===== src/rtl/scan_pkg.sv =====
// scan_pkg: shared state encoding, default chain length and counter width helpers for the scan chain master.
package scan_pkg;
  typedef enum logic [2:0] {IDLE, LO, HI, GAP, LOAD, RESP} state_e;
  localparam int SC_SIZE_DEFAULT = 128;
  function automatic int cnt_w(input int n);
    return (n > 1) ? $clog2(n) : 1;
  endfunction
  function automatic int max2(input int a, input int b);
    return (a > b) ? a : b;
  endfunction
endpackage


===== src/rtl/scan_phase_timer.sv =====
// scan_phase_timer: loadable down-counter; done is high on the last cycle of a phase of len cycles.
module scan_phase_timer #(
  parameter int W = 2
) (
  input  logic         clk,
  input  logic         rst,
  input  logic         start,
  input  logic [W:0]   len,
  output logic         done
);
  logic [W-1:0] cnt_q, cnt_d;
  always_comb cnt_d = start ? W'(len - (W+1)'(1)) : ((cnt_q != '0) ? cnt_q - W'(1) : cnt_q);
  always_ff @(posedge clk) begin
    if (rst) cnt_q <= '0;
    else cnt_q <= cnt_d;
  end
  assign done = (cnt_q == '0);
endmodule


===== src/rtl/scan_chain_master.sv =====
// scan_chain_master: serializes a config word onto the two-latch scan chain, optional load pulse, returns old contents.
// Readback of the old chain contents is built only when SCAN_CHAIN_MASTER_READBACK_EN is defined.
module scan_chain_master
  import scan_pkg::*;
#(
  parameter int SC_SIZE     = SC_SIZE_DEFAULT,
  parameter int CLK_DIV     = 4,
  parameter int LOAD_CYCLES = 2
) (
  input  logic               clk,
  input  logic               rst,
  input  logic               cmd_valid,
  output logic               cmd_ready,
  input  logic [SC_SIZE-1:0] cmd_data,
  input  logic               cmd_load,
  output logic               rsp_valid,
  input  logic               rsp_ready,
  output logic [SC_SIZE-1:0] rsp_data,
  output logic               busy,
  output logic               scan_clk,
  output logic               scan_data_in,
  input  logic               scan_data_out,
  output logic               scan_load_chip
);
  localparam int BW = cnt_w(SC_SIZE);
  localparam int PW = cnt_w(max2(CLK_DIV, LOAD_CYCLES));
  localparam int LW = PW + 1;
  state_e st_q, st_d;
  logic [SC_SIZE-1:0] sh_q, sh_d;
  logic [BW-1:0] bit_q, bit_d;
  logic ld_q, ld_d, done, start;
  logic [LW-1:0] len;
  always_comb begin
    st_d  = st_q;
    sh_d  = sh_q;
    bit_d = bit_q;
    ld_d  = ld_q;
    case (st_q)
      IDLE: if (cmd_valid && cmd_ready) begin
        st_d  = LO;
        sh_d  = cmd_data;
        bit_d = '0;
        ld_d  = cmd_load;
      end
      LO:   if (done) st_d = HI;
      HI:   if (done) begin
        sh_d = sh_q >> 1;
        if (bit_q == BW'(SC_SIZE - 1)) st_d = ld_q ? GAP : RESP;
        else begin
          bit_d = bit_q + BW'(1);
          st_d  = LO;
        end
      end
      GAP:  if (done) st_d = LOAD;
      LOAD: if (done) st_d = RESP;
      RESP: if (rsp_ready) st_d = IDLE;
      default: st_d = IDLE;
    endcase
  end
  // every state change restarts the phase timer for the state being entered
  assign start = (st_d != st_q);
  assign len   = (st_d == LOAD) ? LW'(LOAD_CYCLES) : LW'(CLK_DIV);
  scan_phase_timer #(.W(PW)) u_timer (
    .clk  (clk),
    .rst  (rst),
    .start(start),
    .len  (len),
    .done (done)
  );
  always_ff @(posedge clk) begin
    if (rst) begin
      st_q  <= IDLE;
      sh_q  <= '0;
      bit_q <= '0;
      ld_q  <= 1'b0;
    end else begin
      st_q  <= st_d;
      sh_q  <= sh_d;
      bit_q <= bit_d;
      ld_q  <= ld_d;
    end
  end
  assign busy           = (st_q != IDLE);
  assign cmd_ready      = (st_q == IDLE) && !rst;
  assign rsp_valid      = (st_q == RESP);
  assign scan_clk       = (st_q == HI) && !rst;
  assign scan_load_chip = (st_q == LOAD) && !rst;
  assign scan_data_in   = sh_q[0];
`ifdef SCAN_CHAIN_MASTER_READBACK_EN
  logic sd_q;
  logic [SC_SIZE-1:0] rb_q;
  // old chain bit enters from the top so the first bit read ends in rb bit 0
  always_ff @(posedge clk) begin
    if (rst) begin
      sd_q <= 1'b0;
      rb_q <= '0;
    end else begin
      sd_q <= scan_data_out;
      if (st_q == LO && done) rb_q <= {sd_q, rb_q[SC_SIZE-1:1]};
    end
  end
  assign rsp_data = (st_q == RESP) ? rb_q : '0;
`else
  logic unused_sdo;
  assign unused_sdo = scan_data_out;
  assign rsp_data   = '0;
`endif
endmodule


===== config.mk =====
export PLATFORM = sky130hd
export DESIGN_NAME = scan_chain_master
export DESIGN_NICKNAME = d
export VERILOG_FILES = /design/src/rtl/scan_pkg.sv /design/src/rtl/scan_phase_timer.sv /design/src/rtl/scan_chain_master.sv
export SDC_FILE = /design/constraint.sdc
export NUM_CORES = 1
export LEC_CHECK = 0
export BUFFER_PORTS_ARGS = -buffer_cell sky130_fd_sc_hd__buf_2
export CORE_ASPECT_RATIO = 0.8
export CORE_MARGIN = 2
export CORE_UTILIZATION = 45
export CTS_CLUSTER_DIAMETER = 30
export DETAILED_ROUTE_END_ITERATION = 10
export PLACE_DENSITY = 0.74
export RECOVER_POWER = 100
export SLEW_MARGIN = 20
export SYNTH_ARGS = -nofsm -noshare
export SYNTH_HDL_FRONTEND = slang
export SYNTH_HIERARCHICAL = 1
export SYNTH_SLANG_ARGS = --single-unit

===== constraint.sdc =====
create_clock -name clk -period 5.2 [get_ports clk]
set_clock_uncertainty 0.05 [all_clocks]
set_input_delay 1.04 -clock clk [delete_from_list [all_inputs] [get_ports clk]]
set_output_delay 1.04 -clock clk [all_outputs]
set_load 0.005 [all_outputs]

==> out/metrics.cfg, run 1 <==
[yosys]
netlist_area_um2 = 7340
yosysWarnings = 6
avgSynthCellArea_um2 = 9.197
syn_inst = 798

[setup_path]
slowest_stage = a22o_4
cpPeakStageDelay_ps = 840
critPathKind = in -> reg
path_max_fanout = 83
cp-start-kind = input port
r2r-start = st_q[1]$_SDFF_PP0_
worstPathArrival_ps = 4130
worstPathCellList = buf_4 -> nor4_1 -> a22o_4 -> clkbuf_1 -> nor2_1 -> a211oi_1
crit_required_ps = 5470
r2r_end = sh_q[121]$_SDFFE_PP0P_
r2r_cells = 5
end_kind = flip-flop
reg2reg_setup_slack_ps = 1700

[clocking]
clock_path_buffers = 2
ctsResizeCount = 0
cts_tree = yes
htree_levels = 4
clk_pin_slew_ps = 60
cts_setup_buffers = 0
clock_latency_ps = 420
cts.sinks = 141
cts_inserted_buffers = 17
cts.hold.buffers_added = 0
clk_root_buffer_cell = clkbuf_16

[grt]
busiest_layer = met2
grt_overflow_total = 0
use_met1 = 0.2187
grt_start_max_net_pins = 84
grt_pass1_vias = 4656
antenna_found_initial = 1
grtUsageTotal = 0.1602
grt_pass1_wl_um = 22760
met2_usage = 0.2359
use_met3 = 0.04788

[final_layout]
antenna_cells = 0
final_nets = 1034
final-instance-count-excl-fill = 1127
drive_gt1_frac = 0.1908
syn2layout_area_growth_pct = 11.20

[worst_hold_path]
hold_start = bit_q[4]$_SDFFE_PP0P_
hold_path.class = reg -> reg
worstHoldPathCells = 2
min_to = bit_q[4]$_SDFFE_PP0P_

[drt]
drc_errors = 0
routedWlPerCell_um = 12.54
vias = 5338
dr.pass1.iters = 4
vias_per_cell = 4.736
totalWireLength_um = 14130
antenna_left = 0
drt_iter0_drc = 196

[floorplanning]
dieWidth_um = 146.8
start_util = 0.4630
io-pin-count = 268
row_count = 41
dieArea_um2 = 17350
core_um2 = 15850
dieHeight_um = 118.2

[sta]
rsz0062_at_grt = no
timing.final.crit_share = 0.7412
timing.final.max_slew_violations = 0
worst-slew-pin-transition_ps = 1135
setup_tns_ps = 0
fmaxAchievable_mhz = 259.5
period_minus_slack_ps = 3854
hold_viol = 0
relSlewSlack = 0.2414
setup_viol = 0

[placement]
dp_cells = 1095
gp_congestion = 0.7353
numPortBuffers = 138
place_hpwl_um = 9270

[run_status]
outcome = finished, final reports clean

[power]
power.total_mw = 3.321
p_leak_nw = 3.190
p_per_area_nw_per_um2 = 406.9
irDropWorstVdd_v = 0.0002910

[flow_run]
max-cap-violations = 0

[metal layers]
layer / part of all wire / vias up
li1: - / 2802
met1: 0.49 / 2371
met2: 0.43 / 144
met3: 0.061 / 19
met4: 0.017 / 2
met5: 0.0012 / -
[worst max-delay path by stage]
stage,cells after the start,endpoint,startpoint
6_report,6,sh_q[121]$_SDFFE_PP0P_,rst
5_1_grt,6,sh_q[126]$_SDFFE_PP0P_,rst
3_5_place_dp,6,sh_q[63]$_SDFFE_PP0P_,rst
2_1_floorplan,2,scan_load_chip,rst
4_1_cts,3,cmd_ready,rst
3_3_place_gp,6,sh_q[61]$_SDFFE_PP0P_,rst
[layout by cell type (no fill, tap or decap), types with 3 or more instances in the layout]
| cell | n |
|---|---|
| nor4_1 | 3 |
| a21oi_1 | 9 |
| or4_1 | 3 |
| buf_12 | 3 |
| a211oi_1 | 128 |
| clkbuf_8 | 5 |
| nand2_1 | 8 |
| nor2b_1 | 5 |
| clkbuf_1 | 7 |
| conb_1 | 130 |
| nand2b_1 | 5 |
| buf_4 | 4 |
| o31ai_1 | 4 |
| o21ai_0 | 4 |
| mux2i_1 | 128 |
| dfxtp_1 | 141 |
| nor2_1 | 134 |
| clkinvlp_4 | 3 |
| clkbuf_16 | 17 |
| nand3b_1 | 3 |
| buf_2 | 133 |
| nand3_1 | 5 |
[power breakdown]
| group | switching (mW) | internal [mW] | total (mW) |
|---|---|---|---|
| Sequential | 0.104 | 1.28 | 1.38 |
| Combinational | 0.425 | 0.330 | 0.755 |
| Clock | 0.462 | 0.723 | 1.19 |
[critical path, delay by kind of cell]
family	cells	cell delay [ps]
AOI/OAI and AO/OA	2	1090
and+or+nand+nor	2	900
buffers and inverters	2	1030
[stage by stage]
| stage | cell area [µm²] | hold WS (ps) | utilization | setup WS, ps |
|---|---|---|---|---|
| 6_report | 8162 | 437.5 | 0.5149 | 1346 |
| 5_1_grt | 8162 | 464.2 | 0.5149 | 985.8 |
| 4_1_cts | 8195 | 440.4 | 0.5170 | 2145 |
| 3_5_place_dp | 7614 | 427.6 | 0.4803 | 1783 |
| 3_3_place_gp | 7614 | 398.1 | 0.4803 | 1780 |
| 2_1_floorplan | 7824 | 386.4 | - | 2600 |
[sequential cells by signal, summed over array words and instances (netlist names)]
name	flops
bit_q	7
ld_q	1
sh_q	128
st_q	3
u_timer/cnt_q	2
[layout make-up]
type                            instances  area (µm²)
Timing Repair Buffer                  145       774.5
Sequential cell                       141        2823
Clock buffer                           24       501.7
Multi-Input combinational cell        593        3710
Inverter                                1       3.754
Fill cell                            1514        7690
Tap cell                              215       269.0
Clock inverter                          8       80.08
Note: power is estimated with default switching activity, not from simulation.
==> run 2, diff against run 1 <==
- PLACE_DENSITY: 0.74 -> 0.77
- clock period: 5.2 -> 3.2 ns (I/O delays scaled with it)
==> out/metrics.cfg, run 2 (synthesis gave the netlist of run 1 again) <==
[run_status]
outcome = finished, final reports clean

[final_layout]
layout_commonest_cell = dfxtp_1
syn2layout_area_growth_pct = 13.45
antenna_cells = 0  ; unchanged
final_nets = 1038  ; +0.39%
largest_reg_flops = 128  ; unchanged
finish.instance_area_um2 = 8327  ; +2.0%
regMostFlops = sh_q
fill_cells = 1488  ; -1.7%
drive_gt1_frac = 0.1965  ; +0.005717
top_regs = sh_q (128), bit_q (7), st_q (3)
final_cell_mix = dfxtp_1 (141), nor2_1 (134), buf_2 (132)

[power]
p_per_area_nw_per_um2 = 695.9  ; +71%
power.total_mw = 5.794  ; +74%
pwr-share-seq = 0.389  ; -0.027
power.switching_mw = 1.637  ; +65%
p_leak_nw = 3.262  ; +2.3%
irDropWorstVdd_v = 0.0004328  ; +49%
combPwrFrac = 0.214  ; -0.013
p_clk_frac = 0.398  ; +0.041
internal-power_mw = 4.157  ; +78%
switching_share = 0.2826  ; -0.01598

[setup_path]
end_kind = output pin
crit_required_ps = 2510  ; -2960 ps
critPathKind = reg -> out
path_max_fanout = 10  ; -88%
worstPathCellList = nor3b_1 -> buf_4 -> nor2b_1 -> clkbuf_1
cpPeakStageDelay_ps = 540  ; -300 ps
worstPathArrival_ps = 1970  ; -2160 ps
cp-start-kind = flip-flop
slowest_stage = dfxtp_1

[sta]
setup_tns_ps = 0  ; unchanged
fin_ws_ps = 538.8  ; -807.1 ps
rsz0062_at_grt = no
hold_viol = 0  ; unchanged
relSlewSlack = 0.4860  ; +0.2446
worst-slew-pin-transition_ps = 771.0  ; -364.5 ps
fmaxAchievable_mhz = 375.8
timing.final.crit_share = 0.8316
setup_viol = 0  ; unchanged
fin_hold_ws_ps = 366.6  ; -70.88 ps
timing.final.max_slew_violations = 0  ; unchanged
period_minus_slack_ps = 2661

[clocking]
cts.hold.buffers_added = 0  ; unchanged
cts_setup_buffers = 0  ; unchanged
clock_latency_ps = 410  ; about the same
clk_root_buffer_cell = clkbuf_16
clk_pin_slew_ps = 60  ; about the same
clock_path_buffers = 2  ; unchanged
cts_inserted_buffers = 17  ; unchanged
cts_tree = yes
cts.sinks = 141  ; unchanged
ctsResizeCount = 0  ; unchanged
htree_levels = 4  ; unchanged

[floorplanning]
io-pin-count = 268  ; unchanged
start_util = 0.4630  ; unchanged
dieArea_um2 = 17350  ; unchanged
row_count = 41  ; unchanged
core_um2 = 15850  ; unchanged
dieWidth_um = 146.8  ; unchanged
dieHeight_um = 118.2  ; unchanged

[flow_run]
max-cap-violations = 0  ; unchanged

[drt]
antenna_left = 0  ; unchanged
drt_iter0_drc = 233  ; +19%
vias_per_cell = 4.777  ; +0.86%
vias = 5403  ; +1.2%
totalWireLength_um = 14340  ; +1.5%
drc_errors = 0  ; unchanged
dr.pass1.iters = 4  ; unchanged
routedWlPerCell_um = 12.68  ; +1.1%

[worst_hold_path]
hold_path.class = in -> reg

[grt]
antenna_found_initial = 0  ; -1
grt_overflow_total = 0  ; unchanged
grt_start_max_net_pins = 81  ; -3.6%
grt_pass1_vias = 4674  ; +0.39%
grtUsageTotal = 0.1618  ; +0.001667
grt_pass1_wl_um = 23200  ; +1.9%

[placement]
gp_congestion = 0.7176  ; -2.4%
numPortBuffers = 138  ; unchanged
place_hpwl_um = 9374  ; +1.1%
place_ws_ps = 759.1  ; -1024 ps
dpl_cell_area_um2 = 7656  ; +0.56%

## run 2: path summary, 6_finish.rpt
check,start,endpoint,slack (ps),cells past startpoint
setup / recovery,st_q[1]$_SDFF_PP0_,scan_clk,540,4
hold / removal,cmd_load,ld_q$_SDFFE_PP0P_,370,3
setup reg to reg,st_q[1]$_SDFF_PP0_,sh_q[101]$_SDFFE_PP0P_,650,6
hold reg to reg,bit_q[6]$_SDFFE_PP0P_,bit_q[6]$_SDFFE_PP0P_,430,2
## run 2: cell type report
| type | count | area, µm² | share of cell area |
|---|---|---|---|
| multi-input combinational | 593 | 3730 | 0.4479 |
| sequential | 141 | 2823 | 0.3390 |
| timing repair buffer | 149 | 809.5 | 0.09722 |
| clock buffer | 17 | 425.4 | 0.05109 |
| tap | 215 | 269.0 | 0.03231 |
| clock inverter | 15 | 266.5 | 0.03201 |
| inverter | 1 | 3.754 | 0.0004508 |
## run 2: metal layers
metal	global-route usage	wire length (µm)	vias to the layer above
met1	0.2258	6974	2427
li1	-	-	2800
met2	0.2347	6211	158
met4	0.04733	150	0
met3	0.05676	1001	18
met5	0	0	-
## run 2: worst max-delay path: cells and delay by family (launching register included)
kind / cells / cell delay, ps
flip-flops: 1 / 540
AND/OR/NAND/NOR: 2 / 640
buffers and inverters: 2 / 370
## run 2: power by group through the flow
stage | clock network [mW] | registers [mW] | logic [mW]
2_1_floorplan | 0 | 2.23 | 1.15
4_1_cts | 2.35 | 2.25 | 1.26
5_1_grt | 2.44 | 2.29 | 1.40
3_5_place_dp | 0 | 2.28 | 1.25
3_3_place_gp | 0 | 2.27 | 1.22
6_report | 2.30 | 2.25 | 1.24
## run 2: through the flow
step | instances | util
floorplan | 927 | -
global placement | 1099 | 0.4830
detailed placement | 1099 | 0.4830
CTS | 1131 | 0.5266
global route | 1131 | 0.5253
finish | 1131 | 0.5253
==> run 3, diff against run 2 <==
- clock period: 3.2 -> 2.2 ns (I/O delays scaled with it)
==> out/metrics.cfg, run 3 (synthesis gave the netlist of run 1 again) <==
[sta]
period_minus_slack_ps = 2098
relSlewSlack = 0.4707  ; -0.01532
timing.final.max_slew_violations = 0  ; unchanged
fin_ws_ps = 102.2  ; -436.6 ps
setup_tns_ps = 0  ; unchanged
worst-slew-pin-transition_ps = 794.0  ; +22.98 ps
fin_hold_ws_ps = 166.6  ; -200.0 ps
fmaxAchievable_mhz = 476.7
timing.final.crit_share = 0.9535
setup_viol = 0  ; unchanged
hold_viol = 0  ; unchanged
rsz0062_at_grt = no

[drt]
totalWireLength_um = 14510  ; +1.2%
drt_iter0_drc = 239  ; +2.6%
dr.pass1.iters = 4  ; unchanged
vias = 5488  ; +1.6%
wl_met2_um = 6519  ; +5.0%
routedWlPerCell_um = 12.62  ; -0.46%
drc_errors = 0  ; unchanged
met1_length_um = 6876  ; -1.4%
top_layer_used = met5
met3_length_um = 970  ; -3.1%
antenna_left = 0  ; unchanged
vias_per_cell = 4.772  ; -0.10%

[setup_path]
path_max_fanout = 18  ; +8
end_kind = output pin
r2r-start = st_q[1]$_SDFF_PP0_
crit_required_ps = 1710  ; -800 ps
cp-start-kind = flip-flop
critPathKind = reg -> out
worstPathArrival_ps = 1610  ; -360 ps
critPathLaunch = st_q[0]$_SDFF_PP0_

[final_layout]
regMostFlops = sh_q
final_nets = 1057  ; +1.8%
drive_gt1_frac = 0.2182  ; +0.02168
syn2layout_area_growth_pct = 15.41
finish.instance_area_um2 = 8471  ; +1.7%
final_cell_mix = dfxtp_1 (139), buf_2 (135), nor2_1 (134)
top_regs = sh_q (128), bit_q (7), st_q (3)
largest_reg_flops = 128  ; unchanged
layout_commonest_cell = dfxtp_1
antenna_cells = 0  ; unchanged
final-instance-count-excl-fill = 1150  ; +1.7%

[clocking]
clock_path_buffers = 2  ; unchanged
clock_latency_ps = 410  ; about the same
cts.hold.buffers_added = 0  ; unchanged
clk_pin_slew_ps = 60  ; about the same
cts.sinks = 141  ; unchanged
htree_levels = 4  ; unchanged
cts_tree = yes
clk_root_buffer_cell = clkbuf_16
cts_inserted_buffers = 17  ; unchanged

[placement]
place_hpwl_um = 10100  ; +7.7%
dp_cells = 1117  ; +1.6%
dpl_cell_area_um2 = 7866  ; +2.7%
place_ws_ps = 156.0  ; -603.1 ps
numPortBuffers = 138  ; unchanged
gp_congestion = 0.7621  ; +6.2%

[floorplanning]
dieArea_um2 = 17350  ; unchanged
row_count = 41  ; unchanged
io-pin-count = 268  ; unchanged
core_um2 = 15850  ; unchanged
dieWidth_um = 146.8  ; unchanged
dieHeight_um = 118.2  ; unchanged
start_util = 0.4630  ; unchanged

[grt]
grt_start_max_net_pins = 76  ; -6.2%
antenna_found_initial = 1  ; +1
grtUsageTotal = 0.1627  ; +0.0008640
grt_pass1_vias = 4920  ; +5.3%
grt_overflow_total = 0  ; unchanged
grt_pass1_wl_um = 23420  ; +0.92%

[worst_hold_path]
hold_path.class = in -> reg
hold_start = cmd_load

[flow_run]
max-cap-violations = 0  ; unchanged

[power]
p_per_area_nw_per_um2 = 965.8  ; +39%
irDropWorstVdd_v = 0.0005036  ; +16%
p_leak_nw = 3.347  ; +2.6%

[run_status]
outcome = finished, final reports clean

[run 3: changes by cell type in the layout (fill, tap and decap cells not counted), sizes merged]
cell / delta
buf: +21
clkinvlp: +2
bufinv: -4
clkinv: -1
inv: +1
[run 3: report_power, final]
| part | total, mW | internal [mW] | switching (mW) | leakage, nW |
|---|---|---|---|---|
| combinational | 1.97 | 0.916 | 1.05 | 1.90 |
| clock | 2.95 | 1.82 | 1.13 | 0.286 |
| sequential | 3.26 | 3.02 | 0.245 | 1.16 |
[run 3: per-layer routing]
layer | up-vias | track usage
met2 | 149 | 0.2506
li1 | 2836 | -
met1 | 2489 | 0.2195
met5 | - | 0
met3 | 12 | 0.05251
met4 | 2 | 0.04369
[run 3: worst max-delay path, stage by stage (launching register included)]
cell	delay, ps
dfxtp_1	400
nor3b_4	310
buf_12	220
nor2b_1	140
clkbuf_1	120
[run 3: final cells by class]
type                            instances  area, µm²
Fill cell                            1469       7381
Tap cell                              215      269.0
Multi-Input combinational cell        593       3732
Sequential cell                       141       2825
Clock buffer                           19      442.9
Inverter                                1      3.754
Timing Repair Buffer                  168       1032
Clock inverter                         13      165.2
[run 3: per-stage QoR]
stage            util  total power, mW
2_1_floorplan       -            4.912
3_3_place_gp   0.4963            5.243
3_5_place_dp   0.4963            5.304
4_1_cts        0.5363            8.296
5_1_grt        0.5344            8.652
6_report       0.5344            8.181
[run 3: worst paths after layout]
| check | end | slack, ps | cells past startpoint |
|---|---|---|---|
| worst min-delay path | ld_q$_SDFFE_PP0P_ | 170 | 3 |
| worst min register to register | bit_q[4]$_SDFFE_PP0P_ | 430 | 2 |
| worst max-delay path | scan_clk | 100 | 4 |
| worst max register to register | sh_q[110]$_SDFFE_PP0P_ | 130 | 6 |
[run 3: what timing repair did]
item	in CTS	in global routing
pin swaps	0	2
setup endpoints to repair	1	9
resized for setup	4	3
setup buffers	1	0
